`src/rtl/mmio_bridge.sv`:
```
// MMIO bridge: decodes CPU requests onto a registered peripheral bus with
// one data-memory slave and one GPIO slave; reads return three cycles after the request.
module mmio_bridge #(
   parameter logic [31:0]  GPIO_BASE  = 32'h1000_0000,
   parameter logic [3:0]   MEM_NIBBLE = 4'h0,
   localparam int unsigned AW         = 32,
   localparam int unsigned DW         = 32,
   localparam int unsigned SW         = 4
) (
   input  logic          clk,
   input  logic          rst,
   input  logic [AW-1:0] cpu_addr,
   input  logic [DW-1:0] cpu_wdata,
   input  logic          cpu_rd_strobe,
   input  logic [SW-1:0] cpu_wr_strobe,
   output logic          cpu_busy,
   output logic [DW-1:0] cpu_rdata,
   output logic          cpu_rvalid,
   output logic          bus_err,
   output logic [AW-1:0] periph_addr,
   output logic [DW-1:0] periph_wdata,
   output logic          mem_rd_strobe,
   output logic          gpio_rd_strobe,
   output logic [SW-1:0] mem_wr_strobe,
   output logic [SW-1:0] gpio_wr_strobe,
   input  logic [DW-1:0] mem_rdata,
   input  logic [DW-1:0] gpio_rdata
);

   typedef enum logic [1:0] {IDLE, WR, RD, RD_CAP} state_t;
   typedef enum logic [1:0] {TGT_NONE, TGT_MEM, TGT_GPIO} tgt_t;

   state_t        state, state_nx;
   tgt_t          tgt, tgt_nx, dec_c;
   logic          req_c;
   logic          busy_nx, rvalid_nx, err_nx;
   logic [DW-1:0] rdata_nx, wdata_nx;
   logic [AW-1:0] addr_nx;
   logic          mem_rd_nx, gpio_rd_nx;
   logic [SW-1:0] mem_wr_nx, gpio_wr_nx;

   // Address decode; the GPIO word wins over the memory window
   always_comb begin
      dec_c = TGT_NONE;
      if (cpu_addr[AW-1:2] == GPIO_BASE[AW-1:2])
         dec_c = TGT_GPIO;
      else if (cpu_addr[AW-1:AW-4] == MEM_NIBBLE)
         dec_c = TGT_MEM;
   end

   assign req_c = cpu_rd_strobe | (|cpu_wr_strobe);

   // Next state and next values of every registered output
   always_comb begin
      state_nx   = state;
      tgt_nx     = tgt;
      addr_nx    = periph_addr;
      wdata_nx   = periph_wdata;
      rdata_nx   = cpu_rdata;
      rvalid_nx  = 1'b0;
      err_nx     = 1'b0;
      mem_rd_nx  = 1'b0;
      gpio_rd_nx = 1'b0;
      mem_wr_nx  = '0;
      gpio_wr_nx = '0;
      case (state)
         IDLE: begin
            if (req_c) begin
               tgt_nx   = dec_c;
               addr_nx  = cpu_addr;
               wdata_nx = cpu_wdata;
               if (cpu_rd_strobe) begin
                  // A read wins over a simultaneous write, which is dropped and flagged
                  state_nx   = RD;
                  mem_rd_nx  = (dec_c == TGT_MEM);
                  gpio_rd_nx = (dec_c == TGT_GPIO);
                  err_nx     = (dec_c == TGT_NONE) | (|cpu_wr_strobe);
               end else begin
                  state_nx   = WR;
                  mem_wr_nx  = (dec_c == TGT_MEM)  ? cpu_wr_strobe : SW'(0);
                  gpio_wr_nx = (dec_c == TGT_GPIO) ? cpu_wr_strobe : SW'(0);
                  err_nx     = (dec_c == TGT_NONE);
               end
            end
         end
         WR:     state_nx = IDLE;
         RD:     state_nx = RD_CAP;
         RD_CAP: begin
            state_nx  = IDLE;
            rvalid_nx = 1'b1;
            case (tgt)
               TGT_MEM:  rdata_nx = mem_rdata;
               TGT_GPIO: rdata_nx = gpio_rdata;
               default:  rdata_nx = '0;
            endcase
         end
         default: state_nx = IDLE;
      endcase
      busy_nx = (state_nx != IDLE);
   end

   always_ff @(posedge clk) begin
      if (!rst) begin
         state          <= IDLE;
         tgt            <= TGT_NONE;
         cpu_busy       <= 1'b0;
         cpu_rdata      <= '0;
         cpu_rvalid     <= 1'b0;
         bus_err        <= 1'b0;
         periph_addr    <= '0;
         periph_wdata   <= '0;
         mem_rd_strobe  <= 1'b0;
         gpio_rd_strobe <= 1'b0;
         mem_wr_strobe  <= '0;
         gpio_wr_strobe <= '0;
      end else begin
         state          <= state_nx;
         tgt            <= tgt_nx;
         cpu_busy       <= busy_nx;
         cpu_rdata      <= rdata_nx;
         cpu_rvalid     <= rvalid_nx;
         bus_err        <= err_nx;
         periph_addr    <= addr_nx;
         periph_wdata   <= wdata_nx;
         mem_rd_strobe  <= mem_rd_nx;
         gpio_rd_strobe <= gpio_rd_nx;
         mem_wr_strobe  <= mem_wr_nx;
         gpio_wr_strobe <= gpio_wr_nx;
      end
   end

endmodule

```
`config.mk`:
```
export PLATFORM = sky130hd
export DESIGN_NAME = mmio_bridge
export DESIGN_NICKNAME = d
export VERILOG_FILES = /design/src/rtl/mmio_bridge.sv
export SDC_FILE = /design/constraint.sdc
export NUM_CORES = 1
export LEC_CHECK = 0
export ABC_AREA = 1
export CAP_MARGIN = 20
export CORE_ASPECT_RATIO = 1.1
export CORE_MARGIN = 2
export CORE_UTILIZATION = 35
export DETAILED_ROUTE_END_ITERATION = 12
export PLACE_DENSITY = 0.77
export SLEW_MARGIN = 40
export SYNTH_ARGS = -nofsm -noshare
export SYNTH_HDL_FRONTEND = slang
export SYNTH_SLANG_ARGS = --single-unit
export TNS_END_PERCENT = 20
```
`constraint.sdc`:
```
create_clock -name clk -period 1.1 [get_ports clk]
set_input_delay 0.275 -clock clk [delete_from_list [all_inputs] [get_ports clk]]
set_output_delay 0.275 -clock clk [all_outputs]
set_load 0.1 [all_outputs]
```
Word level (Yosys, flattened, before mapping):

Cells that the tools add are included.

* input bits: 135
* bits in latches: 0
* bits in read-only memories: 0
* word-level logic and storage cells: 46
* bits in registers: 113
* output and inout port bits: 109
* bits in writable memories: 0
* memories kept: 0

* eq/ne operators: 8
* $lt $le $gt $ge: 0
* bitwise gates (word level): 7
* shift operators: 0
* reduce and logical (&&, ||, !) cells: 11
* mux-type cells: 8
* div/mod/pow operators: 0
* add/subtract/negate cells: 0
* $mul: 0

Operators with widths (number)
* $pmux 32 s2: 1
* $eq 30x27->1 const B: 1
* $reduce_or 5->1: 2
* $eq 2x2->1 const B: 4
* $eq 2x1->1 const B: 3
* $mux 2: 3
* $pmux 2 s3: 1
* $not 1->1: 5
* $logic_not 2->1: 2
* $logic_not 4->1: 1
* $reduce_and 4->1: 1
* $reduce_or 4->1: 1
* $mux 1: 3
* $reduce_and 3->1: 1
* $or 1x1->1: 2
* $reduce_and 2->1: 1
* $reduce_bool 2->1: 1
* $reduce_or 2->1: 1

Logic depth before layout (Yosys ltp):

* depth after elaboration: 6
* mapped depth: 9
* mapped depth without buffers: 9

Worst setup path before layout:

OpenSTA, ideal clock, no wires.

* path kind: register -> register
* start point: reg, netlist name cpu_rdata[21]
* end point: reg cpu_rdata[21]
* buffers on the path: 0
* cell stages (with the launch flop): 3
* period minus slack after synthesis: 1249 ps
* setup slack: -149 ps
* library setup time: 70 ps
* arrival time: 1178 ps
* cells stage by stage: dfxtp_1 nand2_1 a21oi_1

RTL lines
* end signal, assigned: RTL line 120 `cpu_rdata <= rdata_nx;`
* end, declared: RTL line 17 `output logic [DW-1:0] cpu_rdata,`

Final worst setup path:

* start point: reg state[0]
* end point: reg periph_addr[31]

* longest elaborated chain between the ends: 2

Ends and longest elaborated chain
* start, declared: RTL line 33 `state_t state, state_nx;`
* start signal, assigned: RTL line 117 `state <= state_nx;`
* $logic_not 2->1: RTL line 66 `case (state)`
* $reduce_and 2->1 (no source line)
* end signal, assigned: RTL line 123 `periph_addr <= addr_nx;`
* end, declared: RTL line 20 `output logic [AW-1:0] periph_addr,`

No other way between the ends.
A chain may end at the register's enable or synchronous reset.

==> reports/metrics.csv <==
stage;metric;value;unit
status;status;finished with violations;
status;violations;setup timing;
timing;period_share;119;%
cts;htree_levels;4;
routing;top_layer;met4;
routing;ant_nets;0;
grt;first_global_vias;5248;
floorplan;dieWidth;111;um
routing;drc;0;
routing;wl_met1;7660;um
routing;dr_wl_met3;1620;um
critical_path;r2r_cells;7;
min_path;hp-class;input port to flip-flop;
timing;tightest_slew;0.585;ns
timing;timing.fmax;762;MHz
cts;worstSkewPairLatency;0.41;ns
routing;drt-pass1-iter-count;6;
timing;finalMaxSlewViolations;0;
final_layout;drive_gt1_share;53.1;%
run;drv_cap;0;
place;gp_congestion;0.842;
cts;clk_pin_slew;0.05;ns
min_path;min_path_cells;3;
critical_path;regToRegStartpoint;state[0];
grt;grt_usage;25.0;%
final_layout;nNetsFinal;987;
yosys;synth_ff_type;dfxtp_1;
routing;via_count;5366;
yosys;synth_cell_types;25;
routing;drt-vias-per-instance;5.27;
yosys;async_flop_share;0;%
yosys;mappedNetlistArea;0.00438;mm2
final_layout;final_common_cell;nand2_1;
yosys;synth_area_per_cell;7.87;um2
cts;tritoncts;built;
final_layout;final_cells;1018;
routing;drtIter0Drc;407;
cts;cts.sinks;113;
critical_path;cp.required;1.39;ns
place;placed_cells;952;
floorplan;start_util;36.1;%
critical_path;end_kind;flip-flop;
grt;grt_pass1_wl;26500;um
critical_path;critical_path_class;flip-flop to flip-flop;
power;irDropWorstVdd;1.26;mV
cts;clk_path_buf_depth;2;
routing;wl_met2;11600;um
cts;cts-root-buf;clkbuf_16;
final_layout;area_growth;136;%
timing;hold_ws;0.157;ns
routing;totalWireLength;21500;um
place;post-dp-hpwl;11500;um
yosys;netlist_instances;556;
yosys;synth_fp_nets;693;
grt;grt-ovfl-total;0;
critical_path;worstPathMaxFanout;6;
floorplan;die_h;121;um
final_layout;layout_common_cells;151 x nand2_1, 121 x buf_12, 106 x clkdlybuf4s50_1;
grt;grt_max_degree;34;
cts;hold_buffers;0;
routing;route.detailed.wl_per_inst;21.1;um
critical_path;critPathLaunchType;flip-flop;
grt;antenna_found_initial;2;
final_layout;fillCellCount;566;
timing;fin_ws;-0.213;ns
timing;hold_viol;0;
timing;slew_headroom;61.0;%
timing;fin_skew;0.00967;ns
timing;setup_viol;219;
yosys;ys_ff_latch;113;
floorplan;core_area;0.0121;mm2
timing;period_needed;1.31;ns
yosys;synth-edff-count;0;
floorplan;row_count;42;
critical_path;worstPathArrival;1.61;ns
timing;rsz0062_at_grt;true;
yosys;synth_seq_area_share;51.7;%
place;portBuffers;243;
cts;cts_inserted_buffers;17;
floorplan;ios;244;
critical_path;cp-startpoint;state[0];
min_path;min_from;cpu_addr[23];
power;powerDensity;1690;mW/mm2
floorplan;design.die.area;0.0134;mm2
yosys;ys.warnings.count;0;
timing;tns;-27.36;ns
power;p_leak;4.38;nW
==> critical path, cell delays in order, from the launching register on <==
cell	delay (ns)
dfxtp_2	0.34
nor2_4	0.17
buf_6	0.13
o21ai_4	0.08
buf_6	0.16
clkbuf_16	0.16
nand3_1	0.08
nand2_1	0.08
==> state kept, by name, indices dropped and copies added, names as in the netlist, 2 cells and up <==
register,cells
cpu_rdata,32
periph_wdata,32
state,2
periph_addr,32
tgt,2
mem_wr_strobe,4
gpio_wr_strobe,4
==> report_power, final <==
group	internal (W)	switching, W	leakage, nW	total (W)
clock network	0.00361	0.00186	0.290	0.00547
logic	0.00283	0.00412	3.11	0.00695
registers	0.00456	0.000491	0.982	0.00505
==> timing repair <==
item | CTS | global route
setup buffers | 11 | 7
pin swaps | 8 | 55
gates resized for setup | 155 | 163
cloned | 5 | 10
endpoints found under the hold margin | 0 | 0
setup endpoints to repair | 218 | 218
==> worst paths after layout <==
kind / slack [ns] / endpoint
worst max-delay path: -0.21 / periph_addr[31]
worst min register to register: 0.47 / periph_addr[1]
worst min-delay path: 0.16 / periph_addr[23]
worst max register to register: -0.21 / periph_addr[31]
==> metrics by stage <==
step	power (W)	instance area, um2	worst slack [ns]	utilization, %
after floorplan	0.00811	4550	-0.117	-
after global routing	0.0179	10300	-0.238	85.1
after global placement	0.0105	8360	-0.665	68.8
final	0.0175	10300	-0.213	85.1
after detailed placement	0.0106	8360	-0.735	68.8
after CTS	0.0166	9490	-0.133	78.1
==> layer usage <==
| metal | vias up | GRT usage, % |
|---|---|---|
| met1 | 2611 | 25.3 |
| li1 | 2425 | - |
| met4 | 0 | 9.14 |
| met5 | - | 0 |
| met3 | 45 | 9.79 |
| met2 | 285 | 46.5 |
==> cells by family (layout without fill, tap and decap cells) <==
group,Yosys count,count (layout),synth area share [%]
simple gates,278,278,26.6
flops,113,113,51.7
compound gates,91,91,13.3
buf+inv,72,378,7.89
fa+ha+maj,2,2,0.572
other cells,0,2,0
==> Yosys cell counts, types with 2 or more instances <==
master	number	area, um2
buf_4	7	52.6
o21ai_1	2	10.0
o21ai_0	21	105
buf_6	5	56.3
nand2_2	2	12.5
inv_1	35	131
buf_1	4	15.0
a22o_1	32	280
o22ai_1	2	12.5
ha_1	2	25.0
nand2_1	171	642
nand3_1	72	360
a21oi_1	33	165
dfxtp_1	113	2260
clkbuf_1	13	48.8
nor2_1	27	101
buf_2	7	35.0
==> area by class of cell <==
cell class / instances / area (um2) / share of cell area (%)
repair buffers: 311 / 4520 / 43.7
flip-flops and latches: 113 / 2490 / 24.1
multi-input cells: 371 / 2390 / 23.2
clock buffers: 26 / 509 / 4.93
well taps: 154 / 193 / 1.86
inverters: 36 / 148 / 1.43
clock inverters: 5 / 75.1 / 0.727
diodes: 2 / 5.00 / 0.0484
Power figures use the tool's default switching activity.
